==> src/rtl/mem_ctrl_pkg.sv <==
// Shared widths, access-size encodings and FSM state type for the memory controller.
package mem_ctrl_pkg;

  localparam int ADDR    = 32;
  localparam int DATALEN = 32;

  localparam logic [1:0] SIZE_BYTE = 2'b00;
  localparam logic [1:0] SIZE_HALF = 2'b01;
  localparam logic [1:0] SIZE_WORD = 2'b10;

  typedef enum logic [1:0] {
    IDLE,
    READ,
    WRITE
  } state_e;

  // Number of bytes moved for an LSB access size.
  function automatic logic [2:0] sizeLen(input logic [1:0] size);
    case (size)
      SIZE_BYTE: return 3'd1;
      SIZE_HALF: return 3'd2;
      SIZE_WORD: return 3'd4;
      default:   return 3'd4;
    endcase
  endfunction

endpackage

==> src/rtl/mem_ctrl.sv <==
// Byte-serial RAM controller arbitrating instruction fetches and LSB loads/stores,
// with I/O store back-pressure, ROB flush of reads and a global rdy freeze.
module mem_ctrl
  import mem_ctrl_pkg::*;
#(
  parameter logic [1:0] IO_HI = 2'b11
) (
  input  logic               clk,
  input  logic               rst,
  input  logic               rdy,
  input  logic               clear,
  input  logic [7:0]         mem_din,
  output logic [7:0]         mem_dout,
  output logic [ADDR-1:0]    mem_a,
  output logic               mem_wr,
  input  logic               io_buffer_full,
  input  logic               if_req,
  input  logic [ADDR-1:0]    if_addr,
  output logic               if_done,
  output logic [DATALEN-1:0] if_data,
  input  logic               ls_req,
  input  logic               ls_wr,
  input  logic [ADDR-1:0]    ls_addr,
  input  logic [1:0]         ls_size,
  input  logic [DATALEN-1:0] ls_wdata,
  output logic               ls_done,
  output logic [DATALEN-1:0] ls_rdata
);

  state_e             state_q;
  logic [2:0]         cnt_q;
  logic [2:0]         len_q;
  logic               isLs_q;
  logic [ADDR-1:0]    addr_q;
  logic [DATALEN-1:0] wdata_q;
  logic [DATALEN-1:0] rdBuf_q;
  logic [ADDR-1:0]    memAddr_q;
  logic [7:0]         memDout_q;
  logic               memWr_q;
  logic               ifDone_q;
  logic [DATALEN-1:0] ifData_q;
  logic               lsDone_q;
  logic [DATALEN-1:0] lsRdata_q;

  logic [2:0]         cntInc_d;
  logic [ADDR-1:0]    byteAddr_d;
  logic [ADDR-1:0]    nextAddr_d;
  logic [7:0]         wrByte_d;
  logic [1:0]         capIdx_d;
  logic [DATALEN-1:0] rdMerged_d;
  logic               ioBlocked;
  logic               acceptIoBlocked;

  // In READ, cnt_q-1 is the byte arriving on mem_din this cycle.
  always_comb begin
    cntInc_d   = cnt_q + 3'd1;
    byteAddr_d = addr_q + ADDR'(cnt_q);
    nextAddr_d = addr_q + ADDR'(cntInc_d);
    wrByte_d   = wdata_q[{cnt_q[1:0], 3'b000} +: 8];
    capIdx_d   = cnt_q[1:0] - 2'd1;
    rdMerged_d = rdBuf_q;
    rdMerged_d[{capIdx_d, 3'b000} +: 8] = mem_din;
  end

  assign ioBlocked       = (addr_q[17:16] == IO_HI) && io_buffer_full;
  assign acceptIoBlocked = (ls_addr[17:16] == IO_HI) && io_buffer_full;

  // A requester whose done pulse is still up is not re-accepted; its req drops next edge.
  always_ff @(posedge clk) begin
    if (rst) begin
      state_q   <= IDLE;
      cnt_q     <= '0;
      len_q     <= '0;
      isLs_q    <= 1'b0;
      addr_q    <= '0;
      wdata_q   <= '0;
      rdBuf_q   <= '0;
      memAddr_q <= '0;
      memDout_q <= '0;
      memWr_q   <= 1'b0;
      ifDone_q  <= 1'b0;
      ifData_q  <= '0;
      lsDone_q  <= 1'b0;
      lsRdata_q <= '0;
    end else if (rdy) begin
      ifDone_q <= 1'b0;
      lsDone_q <= 1'b0;
      case (state_q)
        IDLE: begin
          cnt_q     <= '0;
          rdBuf_q   <= '0;
          memAddr_q <= '0;
          memDout_q <= '0;
          memWr_q   <= 1'b0;
          if (!clear) begin
            if (ls_req && !lsDone_q) begin
              isLs_q    <= 1'b1;
              addr_q    <= ls_addr;
              wdata_q   <= ls_wdata;
              len_q     <= sizeLen(ls_size);
              memAddr_q <= ls_addr;
              if (ls_wr) begin
                state_q <= WRITE;
                if (!acceptIoBlocked) begin
                  memDout_q <= ls_wdata[7:0];
                  memWr_q   <= 1'b1;
                  cnt_q     <= 3'd1;
                end
              end else begin
                state_q <= READ;
              end
            end else if (if_req && !ifDone_q) begin
              isLs_q    <= 1'b0;
              addr_q    <= if_addr;
              len_q     <= 3'd4;
              memAddr_q <= if_addr;
              state_q   <= READ;
            end
          end
        end
        READ: begin
          if (clear) begin
            state_q   <= IDLE;
            cnt_q     <= '0;
            memAddr_q <= '0;
          end else begin
            if (cnt_q != 3'd0) rdBuf_q <= rdMerged_d;
            if (cnt_q == len_q) begin
              state_q   <= IDLE;
              cnt_q     <= '0;
              memAddr_q <= '0;
              if (isLs_q) begin
                lsDone_q  <= 1'b1;
                lsRdata_q <= rdMerged_d;
              end else begin
                ifDone_q <= 1'b1;
                ifData_q <= rdMerged_d;
              end
            end else begin
              cnt_q <= cntInc_d;
              if (cntInc_d < len_q) memAddr_q <= nextAddr_d;
            end
          end
        end
        WRITE: begin
          if (cnt_q == len_q) begin
            state_q   <= IDLE;
            cnt_q     <= '0;
            memAddr_q <= '0;
            memDout_q <= '0;
            memWr_q   <= 1'b0;
            lsDone_q  <= 1'b1;
          end else if (ioBlocked) begin
            memWr_q <= 1'b0;
          end else begin
            memAddr_q <= byteAddr_d;
            memDout_q <= wrByte_d;
            memWr_q   <= 1'b1;
            cnt_q     <= cntInc_d;
          end
        end
        default: begin
          state_q <= IDLE;
          cnt_q   <= '0;
          memWr_q <= 1'b0;
        end
      endcase
    end
  end

  assign mem_a    = memAddr_q;
  assign mem_dout = memDout_q;
  assign mem_wr   = memWr_q & rdy;
  assign if_done  = ifDone_q;
  assign if_data  = ifData_q;
  assign ls_done  = lsDone_q;
  assign ls_rdata = lsRdata_q;

endmodule

==> config.mk <==
export PLATFORM = sky130hd
export DESIGN_NAME = mem_ctrl
export DESIGN_NICKNAME = d
export VERILOG_FILES = /design/src/rtl/mem_ctrl_pkg.sv /design/src/rtl/mem_ctrl.sv
export SDC_FILE = /design/constraint.sdc
export NUM_CORES = 1
export LEC_CHECK = 0
export CAP_MARGIN = 20
export CORE_MARGIN = 3
export CORE_UTILIZATION = 50
export DETAILED_ROUTE_END_ITERATION = 8
export PLACE_DENSITY = 0.78
export SLEW_MARGIN = 20
export SYNTH_ARGS = -nofsm -noshare
export SYNTH_HDL_FRONTEND = slang
export SYNTH_SLANG_ARGS = --single-unit
export TNS_END_PERCENT = 100
==> constraint.sdc <==
create_clock -name clk -period 3.9 [get_ports clk]
set_clock_uncertainty 0.15 [all_clocks]
set_input_delay 0.585 -clock clk [delete_from_list [all_inputs] [get_ports clk]]
set_output_delay 0.585 -clock clk [all_outputs]
set_load 0.01 [all_outputs]
==> results of run 1 <==
[power by group through the flow]
stage | sequential (mW) | combinational (mW) | clock, mW
floorplan | 2.37 | 0.389 | 0
global placement | 2.38 | 0.721 | 0
detailed placement | 2.38 | 0.733 | 0
CTS | 2.34 | 0.738 | 2.19
global route | 2.35 | 0.808 | 2.28
finish | 2.34 | 0.746 | 2.17
[cells by family after synthesis]
kind of cell | synth area share (%)
buffers and inverters | 4.91
flip-flops | 40.1
AND/OR/NAND/NOR | 23.7
AO/OA/AOI/OAI | 25.9
multiplexers | 1.89
adder cells (fa/ha/maj) | 2.51
XOR/XNOR | 0.993
[per-layer routing]
layer	wire (um)	global-route usage [%]
met2	15700	45.4
met5	0	0
met1	14800	39.9
met4	843	7.80
met3	2860	5.18
[cell usage after synthesis, types with 3 or more instances]
cell / number
nor2b_1: 38
nand4_1: 12
a22oi_1: 19
nor4_2: 3
or3_1: 3
and2_1: 3
buf_6: 3
ha_1: 18
nand3_1: 13
buf_2: 25
and3_1: 4
o211ai_1: 12
nand2_1: 215
xnor2_1: 4
a21oi_1: 125
a21o_1: 5
dfxtp_1: 212
o211a_1: 3
xor2_1: 3
nand2b_1: 29
o22ai_1: 9
nor3_1: 25
a21boi_0: 12
o32ai_1: 4
a211oi_1: 84
buf_4: 3
nor4_1: 4
mux4_2: 8
a221oi_1: 4
o21ai_0: 18
a31oi_1: 22
nor2_1: 173
buf_1: 3
a311oi_1: 45
clkbuf_1: 64
o32a_1: 5
inv_1: 21
or2_2: 3
[flip-flops by register name (all words and copies together), names as in the netlist]
name      count
addr_q       32
cnt_q         3
if_data      32
if_done       1
isLs_q        1
len_q         3
ls_done       1
ls_rdata     32
memWr_q       1
mem_a        32
mem_dout      8
rdBuf_q      32
state_q       2
wdata_q      32
[final cells by class]
| class | instances | area share, % |
|---|---|---|
| Timing Repair Buffer | 245 | 17.9 |
| Clock inverter | 7 | 0.757 |
| Clock buffer | 33 | 4.69 |
| Tap cell | 270 | 2.46 |
| Multi-Input combinational cell | 982 | 42.6 |
| Inverter | 23 | 0.629 |
| Sequential cell | 212 | 30.9 |
[tightest hold or removal path, stage by stage (launching register included)]
cell and delay, ns:
dfxtp_1 0.30, nand2_1 0.05, a21oi_1 0.05
[how the worst max path moves through the flow]
stage	slack (ns)	cells past startpoint	from	endpoint
3_3_place_gp	0.56	7	clear	mem_a[13]
3_5_place_dp	0.42	7	clear	mem_a[13]
5_1_grt	0.41	10	cnt_q[0]	mem_a[5]
4_1_cts	0.51	9	cnt_q[0]	mem_a[13]
6_report	0.56	10	cnt_q[0]	mem_a[8]
2_1_floorplan	0.78	11	cnt_q[1]	mem_a[8]
[metrics by stage]
stage | util [%] | cells | setup WS [ns] | hold WS (ns) | total power [mW]
6_report | 66.9 | 1772 | 0.558 | 0.294 | 5.26
5_1_grt | 66.9 | 1772 | 0.405 | 0.315 | 5.43
4_1_cts | 66.8 | 1771 | 0.506 | 0.296 | 5.26
3_5_place_dp | 63.2 | 1731 | 0.424 | 0.289 | 3.11
3_3_place_gp | 63.2 | 1731 | 0.559 | 0.283 | 3.10
2_1_floorplan | - | 1315 | 0.778 | 0.277 | 2.76
==> metrics, run 1 <==
status completed; CP startpoint kind flop; Post-Syn Area per Cell 8.05 um2; worst endpoint data arrival time 3.57 ns; 1st-iter DRT viols 968; worst slew pin tran 1.02 ns; flop-to-flop setup slack 0.56 ns; Row Count 52; VDD IR-drop max 0.000296 V; fin nets 1621; CP required 4.13 ns; worst r2r path cells 10; clock buffer count from CTS 23; Mapped Area 10600 um2; Crit Path Class reg2reg; crit-path leading delay family compound AO/OA/AOI/OAI gates; Seq cells post-synth 212; Combinational Power Share 14.2%; setup tns final 0 ns; Clk network pwr share 41.3%; Finish-stage setup viols 0; footprint of the multi-input gates 5850 um2; IO buf count 220; share of cells above drive strength 1 6.59%; most common cell after layout, fill and taps aside clkdlybuf4s50_1; nature of the critical path endpoint flop; Worst path max stage delay 0.46 ns; Critical path buffers and inverters 2; Endpoint, Worst Hold rdBuf_q[3]; clk_lat worst skew 0.53 ns; GR Overflow Total 0; Ant. Diodes 0; Max Freq 299 MHz; post-CTS sizing 0; RePlAce Congestion 1.02; Initial Util 51.6%; final WL 34200 um; Die ar. 22900 um2; Vias/cell 5.99; Placeable Area 20500 um2; unrepaired setup endpoints after global routing no; initial antenna violation count 0; Clk pin slew, worst setup/hold paths 0.07 ns; yosys warns 0; FILL cells 1761; RR Endpoint mem_a[8]; Sw Pwr 1.38 mW; placed cell areas 13000 um2; Worst R2R Start cnt_q[0]; Max Cap Violations 0; Syn-to-layout area delta 29.7%; Wirelength per Cell 19.3 um; DP HPWL 23800 um; sequential power share 44.5%; area leader, netlist dfxtp_1; clock sink count 212; setup repair bufs after CTS 0; Die Y-Extent 151 um; Leakage Power 4.66 nW; min Tclk post-route 3.34 ns; Ports 221; Hold Crit Class reg2reg; top cells by area, synth dfxtp_1 40%, nand2_1 7.6%, nor2_1 6.1%; post-synthesis sequential area ratio 40.1%; critical path fanouts, max 8; Sw Ratio 26.3%; die width 151 um; Overall Global Routing Usage 28.5%; CTS Buffer Depth 3; final std cell area, no fill 13700 um2; vias in the first global route 9798; DRT antenna net count 0; CP max stage cell fa_1; Syn Nets 1449; async set-reset flop share out of synthesis 0%; final period utilization 85.7%; register area 4240 um2; Cell variety after synth 84; clock root buffer clkbuf_16; # hold bufs at CTS 0; Slew Limit Fails 0; H-tree Lvls 1; TritonCTS clock tree done; most frequent CP cell inv_1; Cells after Synth 1315; Worst slew margin 31.8%; largest net degree at the start of global routing 116; top-area cell type share of the netlist area 40.1%; DRC violation count after routing 0; Final Hold Fails 0; Pre-antenna DRT Iters 5; number of synthesized flops with an enable pin 0; internal power 3.88 mW; vias 10600; crit path cell chain inv_1 -> ha_1 -> inv_1 -> fa_1 -> nand2b_1 -> a21oi_2 -> o22ai_1 -> a211o_1 -> a311oi_1 -> nor3_1; first-pass GRT wire length 52600 um; most common flop cell mapped by yosys dfxtp_1; HP Start rdBuf_q[3]; pwr dens 383 nW/um2; commonest cells after routing, fill and taps aside 219 x clkdlybuf4s50_1, 215 x nand2_1, 212 x dfxtp_1, 169 x nor2_1, 125 x a21oi_1; Hold Path Stages 2
No activity file was read; power rests on OpenSTA's default activity.
==> run 2, diff against run 1 <==
--- a/config.mk
+++ b/config.mk
@@ -6,6 +6,7 @@
 export NUM_CORES = 1
 export LEC_CHECK = 0
 export CAP_MARGIN = 20
+export CORE_ASPECT_RATIO = 1.4
 export CORE_MARGIN = 3
 export CORE_UTILIZATION = 50
 export DETAILED_ROUTE_END_ITERATION = 8
==> run 2 against run 1 <==
Effect of this change: cell count shrank 0.56%; worst setup slack lost 0.14 ns; maximum frequency shrank 4.1%; largest power group unchanged.
==> metrics, run 2 (synthesis gave the netlist of run 1 again) <==
Clk pin slew, worst setup/hold paths 0.06 ns (was 0.07 ns); Initial Util 51.3% (was 51.6%); placed cell areas 13000 um2 (about the same); Row Count 62 (was 52); min Tclk post-route 3.48 ns (was 3.34 ns); final WL 35100 um (was 34200 um); vias 10700 (was 10600); Min Hold Slack 0.298 ns (was 0.294 ns); Hold Crit Class reg2reg (unchanged); Die ar. 23000 um2 (was 22900 um2); clock sink count 212 (unchanged); Syn-to-layout area delta 29.2% (was 29.7%); DRT antenna net count 0 (unchanged); Overall Global Routing Usage 29.6% (was 28.5%); Final Hold Fails 0 (unchanged); CTS Buffer Depth 3 (unchanged); unrepaired setup endpoints after global routing no (unchanged); largest net degree at the start of global routing 155 (was 116); fin cells 1762 (was 1772); VDD IR-drop max 0.000256 V (was 0.000296 V); H-tree Lvls 1 (unchanged); die width 129 um (was 151 um); Ports 221 (unchanged); Worst slew margin 22.1% (was 31.8%); Cell Count Post-Placement 1725 (was 1731); IO buf count 220 (unchanged); Crit Path Class reg2reg (unchanged); Leakage Power 4.67 nW (was 4.66 nW); CP startpoint kind flop (unchanged); fin nets 1626 (was 1621); share of cells above drive strength 1 6.98% (was 6.59%); final core utilization 66.3% (was 66.9%); DRC violation count after routing 0 (unchanged); setup repair bufs after CTS 0 (unchanged); 1st-iter DRT viols 965 (was 968); critical path fanouts, max 17 (was 8); # hold bufs at CTS 0 (unchanged); TritonCTS clock tree done (unchanged); Vias/cell 6.08 (was 5.99); initial antenna violation count 0 (unchanged); Placeable Area 20600 um2 (was 20500 um2); worst slew pin tran 1.16 ns (was 1.02 ns); status completed (unchanged); Finish-stage setup viols 0 (unchanged); Max Cap Violations 0 (unchanged); clk_lat worst skew 0.49 ns (was 0.53 ns); first-pass GRT wire length 54700 um (was 52600 um); commonest cells after routing, fill and taps aside 219 x clkdlybuf4s50_1, 215 x nand2_1, 212 x dfxtp_1, 169 x nor2_1, 125 x a21oi_1 (unchanged); clock buffer count from CTS 21 (was 23); setup tns final 0 ns (unchanged); DP HPWL 25300 um (was 23800 um); GR Overflow Total 0 (unchanged); Die Y-Extent 178 um (was 151 um); clock root buffer clkbuf_16 (unchanged); worst endpoint data arrival time 3.69 ns (was 3.57 ns); nature of the critical path endpoint flop (unchanged); RePlAce Congestion 1.07 (was 1.02); final std cell area, no fill 13700 um2 (about the same); Wirelength per Cell 19.9 um (was 19.3 um); CP required 4.10 ns (was 4.13 ns); post-CTS sizing 0 (unchanged); most common cell after layout, fill and taps aside clkdlybuf4s50_1 (unchanged); Slew Limit Fails 0 (unchanged); vias in the first global route 10600 (was 9798); pwr dens 379 nW/um2 (was 383 nW/um2); Max Freq 287 MHz (was 299 MHz); Pre-antenna DRT Iters 6 (was 5); final period utilization 89.3% (was 85.7%)
run 2: final timing paths:
path	depth (start not counted)	endpoint	slack [ns]	from
max	11	mem_a[5]	0.42	cnt_q[0]
min	2	rdBuf_q[5]	0.30	rdBuf_q[5]
max reg2reg	11	mem_a[5]	0.42	cnt_q[0]
min reg2reg	2	rdBuf_q[5]	0.30	rdBuf_q[5]
run 2: power breakdown:
| part | switching [mW] | internal, mW | total (mW) | leakage [nW] |
|---|---|---|---|---|
| clock network | 0.840 | 1.25 | 2.08 | 0.347 |
| logic | 0.413 | 0.342 | 0.755 | 2.60 |
| registers | 0.0864 | 2.25 | 2.34 | 1.72 |
| total | 1.34 | 3.84 | 5.18 | 4.67 |
run 2: cell type report:
cell class,count,area (um2)
diodes,1,2.50
flip-flops and latches,212,4240
fillers,1806,6960
clock buffers,28,582
inverters,23,86.3
multi-input cells,982,5850
repair buffers,252,2470
well taps,256,320
clock inverters,8,119
run 2: worst max-delay path, stage by stage, from the launching register on:
cell and delay [ns]:
dfxtp_1 0.34, buf_4 0.30, ha_1 0.26, xor2_1 0.21, ha_1 0.32, a21oi_1 0.07
buf_4 0.17, a22oi_1 0.52, a21oi_1 0.13, a2111oi_0 0.63, buf_4 0.21, nor3_1 0.04
run 2: metal layers:
layer / part of all wire, % / vias to the layer above / global-route usage (%)
met5: 0 / - / 0
met4: 5.8 / 0 / 16.1
met3: 6.4 / 132 / 4.46
met2: 50 / 507 / 51.8
met1: 38 / 4975 / 34.3
li1: - / 5092 / -
run 2: through the flow:
| step | power (mW) | worst slack (ns) |
|---|---|---|
| after floorplan | 2.76 | 0.778 |
| after global placement | 3.12 | 0.593 |
| after detailed placement | 3.13 | 0.525 |
| after CTS | 5.20 | 0.497 |
| after global routing | 5.36 | 0.162 |
| final | 5.18 | 0.416 |
==> run 3, diff against run 2 <==
--- a/config.mk
+++ b/config.mk
@@ -5,11 +5,12 @@
 export SDC_FILE = /design/constraint.sdc
 export NUM_CORES = 1
 export LEC_CHECK = 0
-export CAP_MARGIN = 20
+export CAP_MARGIN = 15
 export CORE_ASPECT_RATIO = 1.4
 export CORE_MARGIN = 3
 export CORE_UTILIZATION = 50
 export DETAILED_ROUTE_END_ITERATION = 8
+export GPL_TIMING_DRIVEN = 0
 export PLACE_DENSITY = 0.78
 export SLEW_MARGIN = 20
 export SYNTH_ARGS = -nofsm -noshare
==> run 3 against run 2 <==
Effect of this change: count of clock-buffer cells in the layout up 2; worst hold slack worse by 0.0019 ns; cell count up 3.5%; wire length up 18%; via count up 4.6%; clock power about the same; power up 1.1%; register-to-register slack worse by 0.26 ns; maximum frequency down 6.9%; final area up 0.91%; non-clock buffer count up 64; utilization up 0.61 points.
==> metrics, run 3 (synthesis gave the netlist of run 1 again) <==
vias in the first global route 11100 (was 10600); Clk pin slew, worst setup/hold paths 0.06 ns (about the same); clock buffer count from CTS 21 (unchanged); Overall Global Routing Usage 34.8% (was 29.6%); final WL 41400 um (was 35100 um); Pre-antenna DRT Iters 5 (was 6); pwr dens 379 nW/um2 (about the same); RePlAce Congestion 1.03 (was 1.07); Hold Crit Class reg2reg (unchanged); most common cell after layout, fill and taps aside clkdlybuf4s50_1 (unchanged); Max Cap Violations 0 (unchanged); Initial Util 51.3% (unchanged); Placeable Area 20600 um2 (unchanged); final std cell area, no fill 13800 um2 (was 13700 um2); setup tns final 0 ns (unchanged); footprint of the multi-input gates 5840 um2 (was 5850 um2); Cell Count Post-Placement 1789 (was 1725); VDD IR-drop max 0.000257 V (was 0.000256 V); fin nets 1690 (was 1626); IO buf count 218 (was 220); vias 11200 (was 10700); DP HPWL 31700 um (was 25300 um); fin worst setup slack 0.159 ns (was 0.416 ns); final core utilization 66.9% (was 66.3%); min Tclk post-route 3.74 ns (was 3.48 ns); Ports 221 (unchanged); GR Overflow Total 0 (unchanged); first-pass GRT wire length 62000 um (was 54700 um); Row Count 62 (unchanged); register area 4250 um2 (was 4240 um2); clock root buffer clkbuf_16 (unchanged); TritonCTS clock tree done (unchanged); Ant. Diodes 0 (was 1); Worst slew margin 24.4% (was 22.1%); FILL cells 1767 (was 1806); nature of the critical path endpoint flop (unchanged); Min Hold Slack 0.296 ns (was 0.298 ns); 1st-iter DRT viols 852 (was 965); DRT antenna net count 0 (unchanged); DRC violation count after routing 0 (unchanged); Die Y-Extent 178 um (unchanged); placed cell areas 13100 um2 (was 13000 um2); CTS Buffer Depth 3 (unchanged); Wirelength per Cell 22.7 um (was 19.9 um); share of cells above drive strength 1 6.38% (was 6.98%); CP startpoint kind flop (unchanged); H-tree Lvls 1 (unchanged); Die ar. 23000 um2 (unchanged); Vias/cell 6.14 (was 6.08); Final Hold Fails 0 (unchanged); worst slew pin tran 1.13 ns (was 1.16 ns); Leakage Power 4.71 nW (was 4.67 nW); worst endpoint data arrival time 4.04 ns (was 3.69 ns); critical path fanouts, max 10 (was 17); # hold bufs at CTS 0 (unchanged); Post-Place Worst Slack -0.124 ns (was 0.525 ns); Slew Limit Fails 0 (unchanged); initial antenna violation count 0 (unchanged); Crit Path Class reg2reg (unchanged); Tot Pwr 5.23 mW (was 5.18 mW); Finish-stage setup viols 0 (unchanged); final period utilization 95.9% (was 89.3%); clock sink count 212 (unchanged); status completed (unchanged); Max Freq 267 MHz (was 287 MHz); commonest cells after routing, fill and taps aside 218 x clkdlybuf4s50_1, 215 x nand2_1, 211 x dfxtp_1, 173 x nor2_1, 125 x a21oi_1 (was 219 x clkdlybuf4s50_1, 215 x nand2_1, 212 x dfxtp_1, 169 x nor2_1, 125 x a21oi_1); setup repair bufs after CTS 0 (unchanged); fin cells 1824 (was 1762); CP required 4.20 ns (was 4.10 ns); largest net degree at the start of global routing 15 (was 155); Syn-to-layout area delta 30.4% (was 29.2%); unrepaired setup endpoints after global routing no (unchanged); die width 129 um (unchanged); clk_lat worst skew 0.51 ns (was 0.49 ns)
## run 3: changes by cell type in the layout (fill, tap and decap cells not counted), moves of 2 or more
| cell | change |
|---|---|
| clkbuf_8 | +2 |
| clkinv_2 | -3 |
| buf_4 | -27 |
| buf_12 | -2 |
| buf_2 | +25 |
| nor2_1 | +4 |
| buf_1 | +3 |
| buf_6 | +2 |
| clkbuf_1 | +64 |
| nor2_4 | -3 |
## run 3: what timing repair did
action                     4_1_cts  5_1_grt
resized for setup                2        4
setup endpoints to repair        2        8
pin swaps                        0        1
## run 3: per-layer routing
layer	track usage [%]	part of all wire (%)	wire, um	vias to the layer above
li1	-	-	-	5207
met1	37.4	35	14300	5275
met2	63.8	52	21400	569
met3	5.30	7.3	3000	151
met4	20.0	6.4	2640	0
met5	0	0	0	-
## run 3: where the power goes
group          total, mW  leakage [nW]  internal [mW]  switching (mW)
Sequential          2.33          1.72           2.25          0.0775
Clock               2.08         0.336           1.22           0.865
Combinational      0.822          2.65          0.346           0.477
Total               5.23          4.71           3.81            1.42
## run 3: critical path, cell delays in order (launching register included)
cell	delay, ns
dfxtp_1	0.45
buf_4	0.26
inv_1	0.12
ha_2	0.42
ha_1	0.29
a21o_1	0.21
a21oi_1	0.65
a22oi_1	0.42
a211o_1	0.36
a21oi_1	0.15
o221a_2	0.21
## run 3: final timing paths
check	from	end	slack (ns)	cells after the start
worst min-delay path	rdBuf_q[1]	rdBuf_q[1]	0.30	2
worst max-delay path	cnt_q[1]	mem_a[13]	0.16	10
worst min register to register	rdBuf_q[1]	rdBuf_q[1]	0.30	2
worst max register to register	cnt_q[1]	mem_a[13]	0.16	10
## run 3: final cells by class
type / instances / area share [%]
inverter: 23 / 0.626
clock inverter: 5 / 0.589
sequential: 212 / 30.8
clock buffer: 30 / 4.42
timing repair buffer: 218 / 15.8
buffer: 98 / 3.14
multi-input combinational: 982 / 42.3
tap: 256 / 2.32
==> RTL change: new RTL, config.mk and constraints of run 2 <==
The package constant `ADDR` goes from 32 to 64.
--- a/src/rtl/mem_ctrl_pkg.sv
+++ b/src/rtl/mem_ctrl_pkg.sv
@@ -2,5 +2,5 @@
 package mem_ctrl_pkg;
 
-  localparam int ADDR    = 32;
+  localparam int ADDR    = 64;
   localparam int DATALEN = 32;
 
Ports: changed (resized if_addr, ls_addr and mem_a); port bits go from 221 to 317. No check against the original RTL was run, so the function may have changed too.
==> RTL change against run 2 <==
Die area is 45% higher. Core utilization fell by 0.068 points. Sequential cell count is 64 higher. Highest routed layer is now met5. Setup slack worse by 0.0015 ns. Synthesized area is 47% higher. Combinational power rose by 50%. Largest power group unchanged. Via count increased by 67%. Final area is 47% higher. Synthesized cell count grew 58%. Routed wire length increased by 92%. Total power grew 37%.
==> RTL change: results <==
logic_synthesis:
  synth-adder-area-share_pct: 1.71
  synth.yosys.seq_area_share_pct: 35.6
  syn-num-nets: 2273
  synth_top_cells_by_area: "dfxtp_1, nand2_1, a21oi_1, nor2_1, a211oi_1"
  synth_xor_xnor_area_share_pct: 0.508
  synthMuxAreaShare_pct: 1.69
  netlist-cell-type-count: 81
  synthTopCellsByCount: "nand2_1, dfxtp_1, nor2_1"
  synth_compound_gate_area_share_pct: 27.4
cts:
  cts-buffers-inserted: 28
  clk_path_buf_depth: 3
  cts.htree.levels: 1
  latest_clock_arrival_within_the_worst_skew_pair_ns: 0.58
global_routing:
  antenna_violations_before_repair: 2
  global_route.usage.total_pct: 38.5
  maximum_number_of_pins_on_one_net_before_global_route_repair: 226
  gr_layer_usage_met2_pct: 66.5
  grt_first_pass_wirelength_um: 102000
  gr_util_met1_pct: 42.5
  groute.layer.met3.usage_pct: 5.94
  first_global_vias: 17500
run_status:
  status: "complete, no violations"
critical_path:
  rrSetupSlack_ns: 0.41
  timing.critical_path.fanout_max: 7
  r2r_end: "mem_a[56]"
  setup.worst_path.class: "flop to flop"
  worst-r2r-cell-count: 10
  worst-endpoint-arrival_ns: 3.76
power:
  power.clock.fraction_pct: 40.0
  power.ir.vdd_worst_v: 0.000367
  leakage_power_figure_nw: 6.92
  netsw_mw: 2.01
  comb_power_mw: 1.13
  cell_pwr_density_nw_per_um2: 354
placed_design:
  placedInstanceArea_um2: 19100
  numPortBuffers: 316
  place.detailed.hpwl_um: 48900
  place.gp.congestion: 1.03
detailed_routing:
  initialDrtViolationCount: 1584
  total_via_count_in_the_routed_design: 17900
  wirelength_um: 67300
timing:
  worst_pin_slew_ns: 1.09
  hold_ws_ns: 0.300
layout:
  finish.net_count: 2523
  antenna_cells_inserted: 0
  fraction_of_final_layout_cells_with_drive_strength_greater_than_1_pct: 7.07
worst_hold_path:
  hold_class: "flop to flop"
[RTL change: changes by cell type after synthesis, sizes merged, moves of 29 or more]
cell	run 2	this run
a21oi	126	183
a31oi	22	55
clkbuf	64	148
dfxtp	212	276
nand2	215	364
nand3	14	49
nand4	14	43
nor2	174	217
o21ai	20	88
[RTL change: worst min-delay path by stage]
stage	from	end	cells after the start
after floorplan	rdBuf_q[0]	rdBuf_q[0]	2
after global placement	rdBuf_q[13]	rdBuf_q[13]	2
after CTS	rdBuf_q[7]	rdBuf_q[7]	2
after global routing	rdBuf_q[22]	rdBuf_q[22]	2
final	rdBuf_q[22]	rdBuf_q[22]	2
after detailed placement	rdBuf_q[7]	rdBuf_q[7]	2
[RTL change: routing by layer]
| metal | vias to the layer above | wire length [µm] |
|---|---|---|
| met5 | - | 13 |
| met4 | 2 | 5720 |
| met3 | 296 | 5090 |
| met2 | 1030 | 33000 |
| met1 | 8445 | 23500 |
| li1 | 8082 | - |
[RTL change: critical path: stages (launching register included)]
cell	delay (ns)
dfxtp_1	0.45
inv_1	0.16
ha_1	0.43
inv_1	0.11
fa_1	0.44
nor2b_1	0.27
o21ai_0	0.23
or3_1	0.54
o211a_1	0.27
a211oi_1	0.16
a31oi_1	0.11
[RTL change: metrics by stage]
step | setup slack (ns) | instances | util, %
global placement | 0.523 | 2680 | 63.1
CTS | 0.488 | 2732 | 66.2
finish | 0.414 | 2732 | 66.2
detailed placement | 0.524 | 2680 | 63.1
floorplan | 0.377 | 2075 | -
global route | 0.102 | 2732 | 66.2
[RTL change: cell type report]
class,instances,area (µm²)
clock inverter,12,144
inverter,23,86.3
sequential,276,5530
tap,385,482
multi-input combinational,1604,9250
timing repair buffer,392,3780
fill,2582,10200
clock buffer,40,797
